[src/rtl/pipeline_ctrl_pkg.sv]
// Shared definitions for the pipeline hazard controller.
//   - ctrl_state_e : debug/perf encoding of the case applied this cycle
//   - pipe_ctrl_t  : bundle of the per-register enable/flush controls
//   - default MUL/DIV latencies and the MDU counter width helper
package pipeline_ctrl_pkg;

  typedef enum logic [1:0] {
    ST_RUN        = 2'd0,
    ST_LOAD_STALL = 2'd1,
    ST_MDU_WAIT   = 2'd2,
    ST_MEM_WAIT   = 2'd3
  } ctrl_state_e;

  typedef struct packed {
    logic pc_ena;
    logic if_id_ena;
    logic if_id_flush;
    logic id_ex_ena;
    logic id_ex_flush;
    logic ex_mem_ena;
    logic mem_wb_ena;
  } pipe_ctrl_t;

  localparam int unsigned MUL_CYCLES_DEF = 5;
  localparam int unsigned DIV_CYCLES_DEF = 32;
  localparam int unsigned MDU_CNT_W_DEF  = $clog2(DIV_CYCLES_DEF);

  // Bits needed to hold the largest preload value (latency - 1).
  function automatic int unsigned mdu_cnt_width(input int unsigned div_cycles,
                                                input int unsigned mul_cycles);
    int unsigned m;
    m = (div_cycles > mul_cycles) ? div_cycles : mul_cycles;
    return (m < 2) ? 1 : $clog2(m);
  endfunction

  // Control patterns for each case.
  localparam pipe_ctrl_t CTRL_RUN = '{pc_ena: 1'b1, if_id_ena: 1'b1, if_id_flush: 1'b0,
                                      id_ex_ena: 1'b1, id_ex_flush: 1'b0,
                                      ex_mem_ena: 1'b1, mem_wb_ena: 1'b1};
  localparam pipe_ctrl_t CTRL_FREEZE = '{pc_ena: 1'b0, if_id_ena: 1'b0, if_id_flush: 1'b0,
                                         id_ex_ena: 1'b0, id_ex_flush: 1'b0,
                                         ex_mem_ena: 1'b0, mem_wb_ena: 1'b0};
  localparam pipe_ctrl_t CTRL_REDIRECT = '{pc_ena: 1'b1, if_id_ena: 1'b1, if_id_flush: 1'b1,
                                           id_ex_ena: 1'b1, id_ex_flush: 1'b1,
                                           ex_mem_ena: 1'b1, mem_wb_ena: 1'b1};
  // Hold PC and IF_ID, inject a bubble into ID_EX, let the back end drain.
  localparam pipe_ctrl_t CTRL_BUBBLE = '{pc_ena: 1'b0, if_id_ena: 1'b0, if_id_flush: 1'b0,
                                         id_ex_ena: 1'b1, id_ex_flush: 1'b1,
                                         ex_mem_ena: 1'b1, mem_wb_ena: 1'b1};
  // Fetch word not valid: hold PC, put a NOP into IF_ID, everything behind advances.
  localparam pipe_ctrl_t CTRL_IMEM_WAIT = '{pc_ena: 1'b0, if_id_ena: 1'b1, if_id_flush: 1'b1,
                                            id_ex_ena: 1'b1, id_ex_flush: 1'b0,
                                            ex_mem_ena: 1'b1, mem_wb_ena: 1'b1};
  localparam pipe_ctrl_t CTRL_RESET = '{pc_ena: 1'b0, if_id_ena: 1'b0, if_id_flush: 1'b1,
                                        id_ex_ena: 1'b0, id_ex_flush: 1'b1,
                                        ex_mem_ena: 1'b0, mem_wb_ena: 1'b0};

endpackage

[src/rtl/mdu_busy_counter.sv]
// Tracks MUL/DIV occupancy of the multi-cycle divide/multiply unit.
// Ports:
//   clk, reset   : rising-edge clock, synchronous active-high reset
//   load         : start accepted this cycle (already qualified by the top)
//   is_div       : 1 = divide latency, 0 = multiply latency
//   busy         : result not yet available (counter != 0)
module mdu_busy_counter
  import pipeline_ctrl_pkg::*;
#(
  parameter int unsigned MUL_CYCLES = MUL_CYCLES_DEF,
  parameter int unsigned DIV_CYCLES = DIV_CYCLES_DEF,
  parameter int unsigned CNT_W      = mdu_cnt_width(DIV_CYCLES, MUL_CYCLES)
) (
  input  logic clk,
  input  logic reset,
  input  logic load,
  input  logic is_div,
  output logic busy
);

  // The start cycle itself counts as the first busy cycle, hence latency - 1.
  localparam logic [CNT_W-1:0] DIV_LOAD = CNT_W'(DIV_CYCLES - 1);
  localparam logic [CNT_W-1:0] MUL_LOAD = CNT_W'(MUL_CYCLES - 1);

  logic [CNT_W-1:0] cnt;

  // NOTE: sequential state uses non-blocking assignments and a synchronous
  // reset; reset mid-operation simply discards the pending result.
  always_ff @(posedge clk) begin
    if (reset) begin
      cnt <= '0;
    end else if (load) begin
      cnt <= is_div ? DIV_LOAD : MUL_LOAD;
    end else if (cnt != '0) begin
      cnt <= cnt - 1'b1;
    end
  end

  assign busy = (cnt != '0);

endmodule

[src/rtl/pipeline_hazard_ctrl.sv]
// Central stall/flush sequencer for the 5-stage pipeline.
// Ports:
//   clk, reset              : rising-edge clock, synchronous active-high reset
//   i_ID_*                  : source-register usage and MDU use of the ID instruction
//   i_EX_*                  : destination/load/MDU-start/branch info of the EX instruction
//   i_imem_ready/dmem_ready : fetch word valid / MEM-stage access complete
//   o_*_ena / o_*_flush     : pipeline register enables and synchronous NOP clears
//   o_mdu_busy              : MDU result not yet available
//   o_state                 : which case applied this cycle (debug/perf)
module pipeline_hazard_ctrl
  import pipeline_ctrl_pkg::*;
#(
  parameter int unsigned REG_AW     = 5,
  parameter int unsigned MUL_CYCLES = MUL_CYCLES_DEF,
  parameter int unsigned DIV_CYCLES = DIV_CYCLES_DEF
) (
  input  logic              clk,
  input  logic              reset,
  input  logic [REG_AW-1:0] i_ID_rs,
  input  logic [REG_AW-1:0] i_ID_rt,
  input  logic              i_ID_uses_rs,
  input  logic              i_ID_uses_rt,
  input  logic              i_ID_mdu_op,
  input  logic [REG_AW-1:0] i_EX_wreg_addr,
  input  logic              i_EX_wreg_ena,
  input  logic              i_EX_is_load,
  input  logic              i_EX_mdu_start,
  input  logic              i_EX_mdu_is_div,
  input  logic              i_EX_branch_taken,
  input  logic              i_imem_ready,
  input  logic              i_dmem_ready,
  output logic              o_pc_ena,
  output logic              o_IF_ID_ena,
  output logic              o_IF_ID_flush,
  output logic              o_ID_EX_ena,
  output logic              o_ID_EX_flush,
  output logic              o_EX_MEM_ena,
  output logic              o_MEM_WB_ena,
  output logic              o_mdu_busy,
  output logic [1:0]        o_state
);

  logic        load_use;
  logic        mdu_hazard;
  logic        mdu_load;
  pipe_ctrl_t  ctrl;
  ctrl_state_e state;

  // $0 is hardwired, so a load targeting it never creates a dependency.
  assign load_use = i_EX_is_load && i_EX_wreg_ena && (i_EX_wreg_addr != '0) &&
                    ((i_ID_uses_rs && (i_EX_wreg_addr == i_ID_rs)) ||
                     (i_ID_uses_rt && (i_EX_wreg_addr == i_ID_rt)));

  assign mdu_hazard = i_ID_mdu_op && (o_mdu_busy || i_EX_mdu_start);

  // A start seen while frozen or being squashed is not taken; during a
  // freeze it stays in EX and is accepted once the freeze ends.
  assign mdu_load = i_EX_mdu_start && i_dmem_ready && !i_EX_branch_taken;

  mdu_busy_counter #(
    .MUL_CYCLES (MUL_CYCLES),
    .DIV_CYCLES (DIV_CYCLES)
  ) u_mdu_busy_counter (
    .clk    (clk),
    .reset  (reset),
    .load   (mdu_load),
    .is_div (i_EX_mdu_is_div),
    .busy   (o_mdu_busy)
  );

  // Priority encoder: exactly one case applies per cycle.
  // NOTE: every output gets a default first so no path can infer a latch.
  always_comb begin
    ctrl  = CTRL_RUN;
    state = ST_RUN;
    if (reset) begin
      ctrl = CTRL_RESET;
    end else if (!i_dmem_ready) begin
      // Whole pipe frozen; a taken branch stays in EX and redirects afterwards.
      ctrl  = CTRL_FREEZE;
      state = ST_MEM_WAIT;
    end else if (i_EX_branch_taken) begin
      ctrl = CTRL_REDIRECT;
    end else if (load_use) begin
      // One bubble suffices: MEM forwarding covers the following cycle.
      ctrl  = CTRL_BUBBLE;
      state = ST_LOAD_STALL;
    end else if (mdu_hazard) begin
      ctrl  = CTRL_BUBBLE;
      state = ST_MDU_WAIT;
    end else if (!i_imem_ready) begin
      ctrl = CTRL_IMEM_WAIT;
    end
  end

  assign o_pc_ena      = ctrl.pc_ena;
  assign o_IF_ID_ena   = ctrl.if_id_ena;
  assign o_IF_ID_flush = ctrl.if_id_flush;
  assign o_ID_EX_ena   = ctrl.id_ex_ena;
  assign o_ID_EX_flush = ctrl.id_ex_flush;
  assign o_EX_MEM_ena  = ctrl.ex_mem_ena;
  assign o_MEM_WB_ena  = ctrl.mem_wb_ena;
  assign o_state       = state;

endmodule
[config.mk]
export PLATFORM = sky130hd
export DESIGN_NAME = pipeline_hazard_ctrl
export DESIGN_NICKNAME = d
export VERILOG_FILES = /design/src/rtl/pipeline_ctrl_pkg.sv /design/src/rtl/mdu_busy_counter.sv /design/src/rtl/pipeline_hazard_ctrl.sv
export SDC_FILE = /design/constraint.sdc
export NUM_CORES = 1
export LEC_CHECK = 0
export ABC_AREA = 1
export CAP_MARGIN = 20
export CORE_MARGIN = 5
export CORE_UTILIZATION = 41
export DETAILED_ROUTE_END_ITERATION = 8
export PLACE_DENSITY = 0.95
export SLEW_MARGIN = 10
export SYNTH_ARGS = -nofsm -noshare
export SYNTH_HDL_FRONTEND = slang
export SYNTH_SLANG_ARGS = --single-unit
[constraint.sdc]
create_clock -name clk -period 2.8 [get_ports clk]
set_input_delay 0.42 -clock clk [delete_from_list [all_inputs] [get_ports clk]]
set_output_delay 0.42 -clock clk [all_outputs]
set_load 0.02 [all_outputs]
# Word-level counts from Yosys, hierarchy flattened
# Cells that the tools add are included.
[word_totals] ff_bits=5 inputBits=27 word_cells=32
[op_classes] add_sub_neg=1 n_eq_ne=2 n_mux=14 n_reduce_logical=14
[op_table] operator="two-way mux 7 bit" count=6
[op_table] operator="two-way mux 5 bit" count=3
[op_table] operator="== test 5 bit" count=2
[op_table] operator="two-way mux 2 bit" count=5
[op_table] operator="nonzero test 5 bit" count=2
[op_table] operator="logical AND 1 bit" count=8
[op_table] operator="subtractor 5 x 1 -> 5 bit (second input constant)" count=1
[op_table] operator="logical OR 1 bit" count=2
[op_table] operator="nonzero test 2 bit" count=1
[op_table] operator="logical NOT 1 bit" count=1

# Logic depth before layout (Yosys ltp)
# Gate-level depths: netlist (run 1).
[logic_depth] depth_word=8 mapped_depth=11 ltp_nobuf=11

# Cells and area by module
# A second synthesis (run 1) with hierarchy kept.
[hier_totals] hier_cells=125 hier_area_um2=636.9
[by_module_without_submodules] module="pipeline_hazard_ctrl" n_inst=1 cells_per_inst=87 area_each_um2=366.6 seq_area_each_um2=0.0
[by_module_without_submodules] module="mdu_busy_counter" n_inst=1 cells_per_inst=38 area_each_um2=270.3 seq_area_each_um2=100.1

# Worst setup path after synthesis (run 1)
# OpenSTA, ideal clock, no wires.
[synth_timing] path_type="reg2out" from="register u_mdu_busy_counter.cnt[0]" to="output port o_pc_ena" t_arrival_ps=1437 required_time_ps=2380 slack_ps=943 stages_incl_launch_ff=9 path_cell_list="dfxtp_1 -> inv_1 -> ha_1 -> nand3_4 -> o21ai_4 -> inv_2 -> nor2_1 -> nand2_1 -> a21boi_1"
[synth_via] elab_chain_cells=8
[synth_lines] element="start, declared" line="mdu_busy_counter.sv:25" source="logic [CNT_W-1:0] cnt;"
[synth_lines] element="start signal, assigned" line="mdu_busy_counter.sv:33" source="cnt <= is_div ? DIV_LOAD : MUL_LOAD;"
[synth_lines] element="start signal, assigned" line="mdu_busy_counter.sv:35" source="cnt <= cnt - 1'b1;"
[synth_lines] element="nonzero test 5 bit" line="mdu_busy_counter.sv:39" source="assign busy = (cnt != '0);"
[synth_lines] element="via o_mdu_busy" line="pipeline_hazard_ctrl.sv:39" source="output logic o_mdu_busy,"
[synth_lines] element="logical OR 1 bit" line="pipeline_hazard_ctrl.sv:54" source="assign mdu_hazard = i_ID_mdu_op && (o_mdu_busy || i_EX_mdu_start);"
[synth_lines] element="logical AND 1 bit" line="pipeline_hazard_ctrl.sv:54"
[synth_lines] element="two-way mux 7 bit" line="pipeline_hazard_ctrl.sv:88" source="end else if (mdu_hazard) begin"
[synth_lines] element="two-way mux 7 bit" line="pipeline_hazard_ctrl.sv:84" source="end else if (load_use) begin"
[synth_lines] element="two-way mux 7 bit" line="pipeline_hazard_ctrl.sv:82" source="end else if (i_EX_branch_taken) begin"
[synth_lines] element="two-way mux 7 bit" line="pipeline_hazard_ctrl.sv:78" source="end else if (!i_dmem_ready) begin"
[synth_lines] element="two-way mux 7 bit" line="pipeline_hazard_ctrl.sv:76" source="if (reset) begin"
[synth_lines] element="end, declared" line="pipeline_hazard_ctrl.sv:32" source="output logic o_pc_ena,"
# The timed path passes the listed nets, and every way through them passes these cells.

# Worst setup path in the final report (run 1)
[layout_timing] from="input port i_EX_wreg_addr[4]" to="output port o_IF_ID_ena"
[layout_via] elab_chain_cells=8 elab_cells_between_ends=12
[layout_lines] element="start, declared" line="pipeline_hazard_ctrl.sv:24" source="input logic [REG_AW-1:0] i_EX_wreg_addr,"
[layout_lines] element="== test 5 bit, on equally long branches" line="pipeline_hazard_ctrl.sv:51, pipeline_hazard_ctrl.sv:52"
[layout_lines] element="logical AND 1 bit, on equally long branches" line="pipeline_hazard_ctrl.sv:51, pipeline_hazard_ctrl.sv:52"
[layout_lines] element="logical OR 1 bit" line="pipeline_hazard_ctrl.sv:51" source="((i_ID_uses_rs && (i_EX_wreg_addr == i_ID_rs)) ||"
[layout_lines] element="logical AND 1 bit *" line="pipeline_hazard_ctrl.sv:50" source="assign load_use = i_EX_is_load && i_EX_wreg_ena && (i_EX_wreg_addr != '0) &&"
[layout_lines] element="two-way mux 7 bit *" line="pipeline_hazard_ctrl.sv:84"
[layout_lines] element="two-way mux 7 bit *" line="pipeline_hazard_ctrl.sv:82"
[layout_lines] element="two-way mux 7 bit *" line="pipeline_hazard_ctrl.sv:78"
[layout_lines] element="two-way mux 7 bit *" line="pipeline_hazard_ctrl.sv:76"
[layout_lines] element="end, declared" line="pipeline_hazard_ctrl.sv:33" source="output logic o_IF_ID_ena,"
# Every way passes the cells marked *; elsewhere a longest branch is shown, timed or not.

==> results of run 1 <==
area by class of cell:
class                   count  area, µm²  share of cell area (%)
multi-input cells          86      457.9                   41.73
clock buffers               4      26.28                   2.395
well taps                  16      20.02                   1.824
repair buffers             38      387.9                   35.35
flip-flops and latches      5      100.1                   9.122
inverters                  28      105.1                   9.578
per-layer routing:
layer	vias to the layer above	global-route usage, %
li1	451	-
met1	381	18.60
met2	23	33.68
met3	5	4.438
met4	0	8.936
met5	-	0
final timing paths:
check / slack [ns] / endpoint / startpoint / cells past startpoint
worst max-delay path: 0.18 / o_IF_ID_ena / i_EX_wreg_addr[4] / 11
worst min-delay path: 0.56 / u_mdu_busy_counter.cnt[1]$_SDFFE_PP0P_ / u_mdu_busy_counter.cnt[1]$_SDFFE_PP0P_ / 2
worst max register to register: 1.40 / u_mdu_busy_counter.cnt[1]$_SDFFE_PP0P_ / u_mdu_busy_counter.cnt[0]$_SDFFE_PP0P_ / 6
worst min register to register: 0.56 / u_mdu_busy_counter.cnt[1]$_SDFFE_PP0P_ / u_mdu_busy_counter.cnt[1]$_SDFFE_PP0P_ / 2
placed cells by master (no fill, tap or decap), types with 2 or more instances in the layout:
cell	count
nand2_1	40
clkdlybuf4s50_1	31
inv_1	24
nor2_1	12
nand3_1	8
a21oi_1	5
dlymetal6s2s_1	5
dfxtp_1	5
inv_2	3
o21ai_0	3
clkbuf_4	3
nor2_4	2
nor2_2	2
a221oi_2	2
ha_1	2
buf_4	2
per-stage QoR:
| step | utilization (%) | instance area, µm² | power [W] |
|---|---|---|---|
| after detailed placement | 68.67 | 1059 | 0.0005468 |
| final | 71.19 | 1097 | 0.0006392 |
| after floorplan | - | 678.2 | 0.0004107 |
| after global routing | 71.19 | 1097 | 0.0007005 |
| after CTS | 70.37 | 1085 | 0.0006421 |
| after global placement | 68.67 | 1059 | 0.0005253 |
logic make-up after synthesis:
logic type / count (synthesis)
AO/OA/AOI/OAI: 13
adder cells (fa/ha/maj): 2
buffers and inverters: 30
flip-flops: 5
AND/OR/NAND/NOR: 71
worst max-delay path: stages:
cell and delay (ns):
clkdlybuf4s50_1 0.51, inv_1 0.09, nand2_1 0.07, nand2_1 0.06
nor2_1 0.11, nand3_1 0.07, nand2_1 0.10, nand3_1 0.10
nand3b_1 0.09, inv_1 0.04, clkdlybuf4s50_1 0.53
power by group:
part	internal [W]	switching, W
Sequential	0.000105	0.0000211
Clock	0.0000543	0.0000360
Combinational	0.000184	0.000239
Total	0.000343	0.000296
==> results.toml, run 1 <==
[place]
portBuffers = 36
post-place-ws_ns = 0.05012
place_hpwl_um = 1800
gp_congestion = 0.7962
dp.cells = 173

[drt]
routed-wl-met2_um = 1155
top_layer_used = "met4"
wl_met1_um = 881
ant_nets = 0
vias_per_cell = 4.859
drcViolationCount = 0
dr.pass1.iters = 4
wl_um = 2164
routedWlPerCell_um = 12.23
drt-initial-drc-count = 6
vias = 860
routed-wl-met3_um = 83

[synthesis]
async_reset_ff_share_pct = 0
muxShareOfSynthArea_pct = 0
yosys-top-cells-count = "40 x nand2_1, 24 x inv_1, 12 x nor2_1"
synthTopCellsByArea = "nand2_1 22%, dfxtp_1 15%, inv_1 13%"
synth_compound_area_share_pct = 15.13
synthSimpleGateAreaFrac_pct = 48.71
synth.top_cell.area_share_pct = 22.14
synth_fp_nets = 150
ys_seq_elements = 5
yosys.area.top_type = "nand2_1"
synth_top_family_by_area = "simple AND/OR/NAND/NOR gates"
synth.most_common_cell = "nand2_1"
syn_inst = 121
syn_avg_cell_area_um2 = 5.605
syn_area_um2 = 678.2
synth_edf_count = 0
synth_ff_type = "dfxtp_1"
synthXorXnorAreaFrac_pct = 0
ys_types = 24
synth_warnings = 0
synth.yosys.seq_area_share_pct = 14.76
synth_fa_ha_area_share_pct = 3.690

[layout]
diodes = 0
instances_no_fill = 177
syn_to_final_growth_pct = 61.81
fill_cells = 137
nets = 191
drive_gt1_share_pct = 11.80
top_register = "u_mdu_busy_counter.cnt"
largest_reg_flops = 5
largestRegisters = "u_mdu_busy_counter.cnt: 5 flops"

[clock_tree]
htreeDepth = 1
clk-insertion-delay-late_ns = 0.26
cts_tree = "yes"
cts_hold_buf = 0
cts_sinks = 5
cts_root_buffer = "clkbuf_4"
cts_resized = 0
numCtsBuffers = 3
cts_setup_buffers = 0
clk_pin_slew_ns = 0.05
cts_buffer_depth = 2

[grt]
track_usage_pct = 18.21
grt_max_degree = 7
grt_pass1_wl_um = 3594
grt_pass1_vias = 847
overflow = 0
antenna_found_initial = 0

[floorplan]
die_area_mm2 = 0.002567
initial_core_util_pct = 43.99
die_x_um = 50.67
die_y_um = 50.67
core_area_mm2 = 0.001541
rows = 14
ios = 37

[sta]
slew_violations = 0
setup_tns_ns = 0
hold_violations = 0
period_share_pct = 93.61
min_period_ns = 2.621
maxSlewHeadroom_pct = 79.56
setup_slack_ns = 0.1789
setup_viol = 0
worst_pin_slew_ns = 0.3055
rsz0062_at_grt = "no"
hold_slack_ns = 0.5557
skew_ns = 0.005453
fmax_mhz = 381.5

[setup_path]
arrival_ns = 2.20
crit_type = "in -> out"
worstPathMaxFanout = 3
startpoint_type = "input pin"
crit_path_end_kind = "output port"
required_ns = 2.38

[power_and_ir_drop]
leakagePower_nw = 0.6161
irDropWorstVdd_v = 0.0003940
p_per_area_mw_per_mm2 = 582.5

[run]
cap_violations = 0

[hold_path]
hold_class = "reg -> reg"

[run_status]
status = "finished, final reports clean"
Power figures use the tool's default switching activity.
==> inputs of run 2 (changes only) <==
--- a/config.mk
+++ b/config.mk
@@ -8,10 +8,12 @@
 export ABC_AREA = 1
 export CAP_MARGIN = 20
 export CORE_MARGIN = 5
-export CORE_UTILIZATION = 41
+export CORE_UTILIZATION = 40
 export DETAILED_ROUTE_END_ITERATION = 8
 export PLACE_DENSITY = 0.95
+export REMOVE_ABC_BUFFERS = 1
 export SLEW_MARGIN = 10
 export SYNTH_ARGS = -nofsm -noshare
 export SYNTH_HDL_FRONTEND = slang
+export SYNTH_HIERARCHICAL = 1
 export SYNTH_SLANG_ARGS = --single-unit
==> run 2 against run 1 <==
Highest routed layer unchanged. Combinational power shrank 16%. Wire length shrank 3.6%. Sequential cell count is the same.
==> results.toml, run 2 <==
[setup_path]
crit_path_end_kind = "output port"
crit_type = "in -> out"
cpMostUsedCell = "clkdlybuf4s50_1"
rr_worst_depth = 6
required_ns = 2.38
reg2reg_slack_ns = 1.57
arrival_ns = 1.99
cp_cell_sequence = "clkdlybuf4s50_1 -> inv_1 -> nor2_1 -> buf_4 -> clkdlybuf4s50_1"
rr_endpoint = "u_mdu_busy_counter/cnt[0]$_SDFFE_PP0P_"
reg2reg_from = "u_mdu_busy_counter/cnt[0]$_SDFFE_PP0P_"
cpPeakStageDelay_ns = 0.60
worstPathMaxFanout = 6
cp_slowest_cell = "clkdlybuf4s50_1"
startpoint_type = "input pin"

[drt]
drt-initial-drc-count = 21
routedWlPerCell_um = 11.52
dr.pass1.iters = 4
drcViolationCount = 0
wl_um = 2086
vias_per_cell = 4.917
vias = 890
ant_nets = 0

[power_and_ir_drop]
irDropWorstVdd_v = 0.0003497
clock_power_share_pct = 15.2
power_switching_w = 0.0002439
swShare_pct = 43.61
comb_power_share_pct = 63.6
power_frac_seq_pct = 21.2
leakagePower_nw = 0.6257
p_int_w = 0.0003155
p_per_area_mw_per_mm2 = 526.6

[sta]
period_share_pct = 86.10
skew_ns = 0.005866
setup_slack_ns = 0.3891
hold_violations = 0
slew_violations = 0
worst_pin_slew_ns = 0.3565
rsz0062_at_grt = "no"
setup_viol = 0
maxSlewHeadroom_pct = 76.14
min_period_ns = 2.411
setup_tns_ns = 0
hold_slack_ns = 0.4838
fmax_mhz = 414.8

[grt]
overflow = 0
track_usage_pct = 17.93
antenna_found_initial = 0
grt_max_degree = 9
grt_pass1_vias = 848
grt_pass1_wl_um = 3408

[layout]
nets = 194
largest_reg_flops = 5
top_register = "u_mdu_busy_counter/cnt"
instances_no_fill = 181
fill_cells = 128
drive_gt1_share_pct = 11.52
largestRegisters = "u_mdu_busy_counter/cnt: 5 flops"
syn_to_final_growth_pct = 66.80
diodes = 0
most-common-layout-cells = "47 x nand2_1, 30 x clkdlybuf4s50_1, 21 x inv_1"
final_common_cell = "nand2_1"

[synthesis]
async_reset_ff_share_pct = 0
ys_types = 21
synth_edf_count = 0
ys_seq_elements = 5
synth.top_cell.area_share_pct = 27.70
syn_area_um2 = 636.9
yosys-top-cells-count = "47 x nand2_1, 21 x inv_1, 15 x nor2_1"
syn_inst = 125
synth_ff_type = "dfxtp_1"
synth_warnings = 6
synth.most_common_cell = "nand2_1"
synthTopCellsByArea = "nand2_1 28%, dfxtp_1 16%, inv_1 12%"
syn_avg_cell_area_um2 = 5.095
synth.yosys.seq_area_share_pct = 15.72
yosys.area.top_type = "nand2_1"

[place]
portBuffers = 36
place_hpwl_um = 1785
gp_congestion = 0.7547
post-place-ws_ns = 0.05816
dp.cells = 177

[clock_tree]
numCtsBuffers = 3
cts_tree = "yes"
cts_hold_buf = 0
cts_sinks = 5
cts_buffer_depth = 2
cts_resized = 0
clk_pin_slew_ns = 0.04
htreeDepth = 1
cts_root_buffer = "clkbuf_4"
clk-insertion-delay-late_ns = 0.25
cts_setup_buffers = 0

[run_status]
status = "finished, final reports clean"

[hold_path]
hold_depth = 2
min_to = "u_mdu_busy_counter/cnt[0]$_SDFFE_PP0P_"
hold_class = "reg -> reg"
worstHoldStart = "u_mdu_busy_counter/cnt[0]$_SDFFE_PP0P_"

[floorplan]
core_area_mm2 = 0.001506
die_y_um = 49.90
ios = 37
die_area_mm2 = 0.002490
initial_core_util_pct = 42.28
rows = 14
die_x_um = 49.90

[run]
cap_violations = 0
run 2: cell types whose count changed in the layout (fill, tap and decap cells not counted), sizes merged, moves of 2 or more:
cell,change
nor2,+2
o21ai,-2
a221oi,-2
nand2,+8
nand3,-3
or2,-2
run 2: cell families (layout without fill, tap and decap cells):
logic type / Yosys count / count (layout) / synth area share (%)
buffers and inverters: 29 / 69 / 18.27
XOR/XNOR: 1 / 1 / 1.375
AND/OR/NAND/NOR: 79 / 79 / 53.63
adder cells (fa/ha/maj): 1 / 1 / 1.964
flip-flops: 5 / 5 / 15.72
AO/OA/AOI/OAI: 10 / 10 / 9.037
run 2: how the worst max path moves through the flow:
| stage | from | to | slack [ns] | cells past startpoint |
|---|---|---|---|---|
| after global placement | i_EX_wreg_addr[4] | o_state[0] | 0.18 | 10 |
| after detailed placement | i_EX_wreg_addr[2] | o_ID_EX_flush | 0.06 | 12 |
| final | i_dmem_ready | o_MEM_WB_ena | 0.39 | 5 |
| after global routing | i_dmem_ready | o_MEM_WB_ena | 0.28 | 5 |
| after floorplan | i_dmem_ready | o_pc_ena | 0.63 | 3 |
| after CTS | i_EX_wreg_addr[2] | o_state[0] | 0.06 | 10 |
run 2: routing by layer:
layer	vias up	global-route usage, %	share of wire, %
met5	-	0	0
li1	458	-	-
met3	8	4.518	6.0
met2	42	31.78	51
met1	382	17.53	38
met4	0	13.10	4.7
run 2: critical path: cells and delay by family:
family        cells  cell delay, ns
buf+inv           4            1.39
simple gates      1            0.18
run 2: area by class of cell:
type	count	area, µm²	share of cell area [%]
clock buffer	4	26.28	2.473
inverter	27	101.3	9.541
multi-input combinational	91	424.2	39.93
sequential	5	100.1	9.423
tap	16	20.02	1.885
timing repair buffer	38	390.4	36.75
run 2: through the flow:
| stage | area (µm²) | total power (W) | utilization [%] |
|---|---|---|---|
| global placement | 1017 | 0.0004528 | 67.52 |
| finish | 1062 | 0.0005594 | 70.52 |
| floorplan | 621.8 | 0.0003441 | - |
| CTS | 1044 | 0.0005556 | 69.27 |
| global route | 1062 | 0.0006174 | 70.52 |
| detailed placement | 1017 | 0.0004669 | 67.52 |
run 2: power by group through the flow:
| stage | registers (W) | logic (W) | clock network, W |
|---|---|---|---|
| 2_1_floorplan | 0.000113 | 0.000231 | 0 |
| 3_3_place_gp | 0.000117 | 0.000336 | 0 |
| 3_5_place_dp | 0.000119 | 0.000348 | 0 |
| 4_1_cts | 0.000118 | 0.000349 | 0.0000882 |
| 5_1_grt | 0.000121 | 0.000399 | 0.0000972 |
| 6_report | 0.000119 | 0.000356 | 0.0000849 |
==> inputs of run 3 (changes only) <==
--- a/config.mk
+++ b/config.mk
@@ -10,6 +10,7 @@
 export CORE_MARGIN = 5
 export CORE_UTILIZATION = 40
 export DETAILED_ROUTE_END_ITERATION = 8
+export MAX_ROUTING_LAYER = met4
 export PLACE_DENSITY = 0.95
 export REMOVE_ABC_BUFFERS = 1
 export SLEW_MARGIN = 10
==> run 3 against run 2 <==
Sequential share of layout area is the same. Clock skew is essentially flat. Maximum frequency shrank 0.39%. Total power shrank 0.12%. Largest cell class unchanged. Via count grew 0.45%. Wire length grew 0.43%. Global-route usage grew 0.47 points. Utilization is the same. Sequential cell count is the same. Combinational power is essentially flat. Sequential power is essentially flat. Final area is the same.
==> results.toml, run 3 (synthesis gave the netlist of run 2 again) <==
[sta]
hold_slack_ns = 0.4818
worst_pin_slew_ns = 0.3403
hold_violations = 0
rsz0062_at_grt = "no"
skew_ns = 0.005971
maxSlewHeadroom_pct = 77.23
setup_slack_ns = 0.3796
setup_viol = 0
slew_violations = 0
period_share_pct = 86.44
fmax_mhz = 413.2
setup_tns_ns = 0
min_period_ns = 2.420

[layout]
area.sequential_um2 = 100.1
nets = 194
multiInputGateArea_um2 = 424.2
fin_util_pct = 70.52
largest_reg_flops = 5
fill_cells = 128
largestRegisters = "u_mdu_busy_counter/cnt: 5 flops"
instances_no_fill = 181
syn_to_final_growth_pct = 66.80
top_register = "u_mdu_busy_counter/cnt"
drive_gt1_share_pct = 11.52
diodes = 0
final_common_cell = "nand2_1"
most-common-layout-cells = "47 x nand2_1, 30 x clkdlybuf4s50_1, 21 x inv_1"

[place]
post-place-ws_ns = 0.05816
place_hpwl_um = 1785
portBuffers = 36
gp_congestion = 0.7645
dp.cells = 177

[floorplan]
ios = 37
die_y_um = 49.90
die_x_um = 49.90
rows = 14
initial_core_util_pct = 42.28
core_area_mm2 = 0.001506
die_area_mm2 = 0.002490

[power_and_ir_drop]
irDropWorstVdd_v = 0.0003472
leakagePower_nw = 0.6257
p_per_area_mw_per_mm2 = 526.0

[setup_path]
worstPathMaxFanout = 6
required_ns = 2.38
crit_path_end_kind = "output port"
arrival_ns = 2.00
cp_cell_sequence = "clkdlybuf4s50_1 -> inv_1 -> nor2_1 -> buf_4 -> clkdlybuf4s50_1"
startpoint_type = "input pin"
rr_worst_depth = 6
crit_buf_inv = 4
cp_slowest_cell = "clkdlybuf4s50_1"
path_depth = 5
cp_top_family = "buffers and inverters"
crit_type = "in -> out"
cpPeakStageDelay_ns = 0.60
cpMostUsedCell = "clkdlybuf4s50_1"

[clock_tree]
cts_buffer_depth = 2
htreeDepth = 1
numCtsBuffers = 3
clk_pin_slew_ns = 0.04
cts_sinks = 5
cts_setup_buffers = 0
cts_tree = "yes"
cts_root_buffer = "clkbuf_4"
clk-insertion-delay-late_ns = 0.25

[drt]
wl_um = 2095
drcViolationCount = 0
dr.pass1.iters = 4
vias_per_cell = 4.939
ant_nets = 0
routedWlPerCell_um = 11.57
drt-initial-drc-count = 24
vias = 894

[run_status]
status = "finished, final reports clean"

[hold_path]
hold_class = "reg -> reg"
hold_depth = 2

[grt]
antenna_found_initial = 0
use_met1_pct = 17.89
grt_max_degree = 9
overflow = 0
grtUsageMet3_pct = 3.916
grt_pass1_wl_um = 3408
grt_pass1_vias = 848
use_met2_pct = 31.78
grt.busiest_layer = "met2"
track_usage_pct = 18.40

[run]
cap_violations = 0
[run 3: cell counts in the layout (fill, tap and decap cells not counted)]
No cell type changed its count.
[run 3: stage by stage]
step | total power [W] | instance area, µm²
after detailed placement | 0.0004669 | 1017
after CTS | 0.0005556 | 1044
after floorplan | 0.0003441 | 621.8
after global routing | 0.0006164 | 1062
after global placement | 0.0004528 | 1017
final | 0.0005587 | 1062
[run 3: layer usage]
metal	wire, µm	vias up
met4	105	0
met1	841	390
met3	85	10
met5	0	-
met2	1063	36
li1	-	458
[run 3: power by group]
part	leakage (nW)	internal, W	switching [W]	total [W]
clock	0.0150	0.0000540	0.0000312	0.0000851
combinational	0.569	0.000164	0.000190	0.000355
sequential	0.0413	0.0000970	0.0000219	0.000119
[run 3: repair_timing]
action,in CTS,in global routing
hold buffers,0,0
resized for setup,0,7
endpoints found under the setup margin,0,6
[run 3: worst register-to-register path, cell delays in order, from the launching register on]
cell and delay [ns]:
dfxtp_1 0.32, inv_1 0.11, ha_1 0.25, nand3_2 0.16, nor2_2 0.15, nand2_1 0.06
a21oi_1 0.11
[run 3: final timing paths]
kind / to / slack [ns] / from
setup reg to reg: u_mdu_busy_counter/cnt[0]$_SDFFE_PP0P_ / 1.58 / u_mdu_busy_counter/cnt[0]$_SDFFE_PP0P_
hold / removal: u_mdu_busy_counter/cnt[0]$_SDFFE_PP0P_ / 0.48 / u_mdu_busy_counter/cnt[0]$_SDFFE_PP0P_
setup / recovery: o_MEM_WB_ena / 0.38 / i_dmem_ready
hold reg to reg: u_mdu_busy_counter/cnt[0]$_SDFFE_PP0P_ / 0.48 / u_mdu_busy_counter/cnt[0]$_SDFFE_PP0P_
[run 3: area by class of cell]
cell class | count | share of cell area [%]
Sequential cell | 5 | 9.423
Timing Repair Buffer | 38 | 36.75
Inverter | 27 | 9.541
Clock buffer | 4 | 2.473
Multi-Input combinational cell | 91 | 39.93
Tap cell | 16 | 1.885
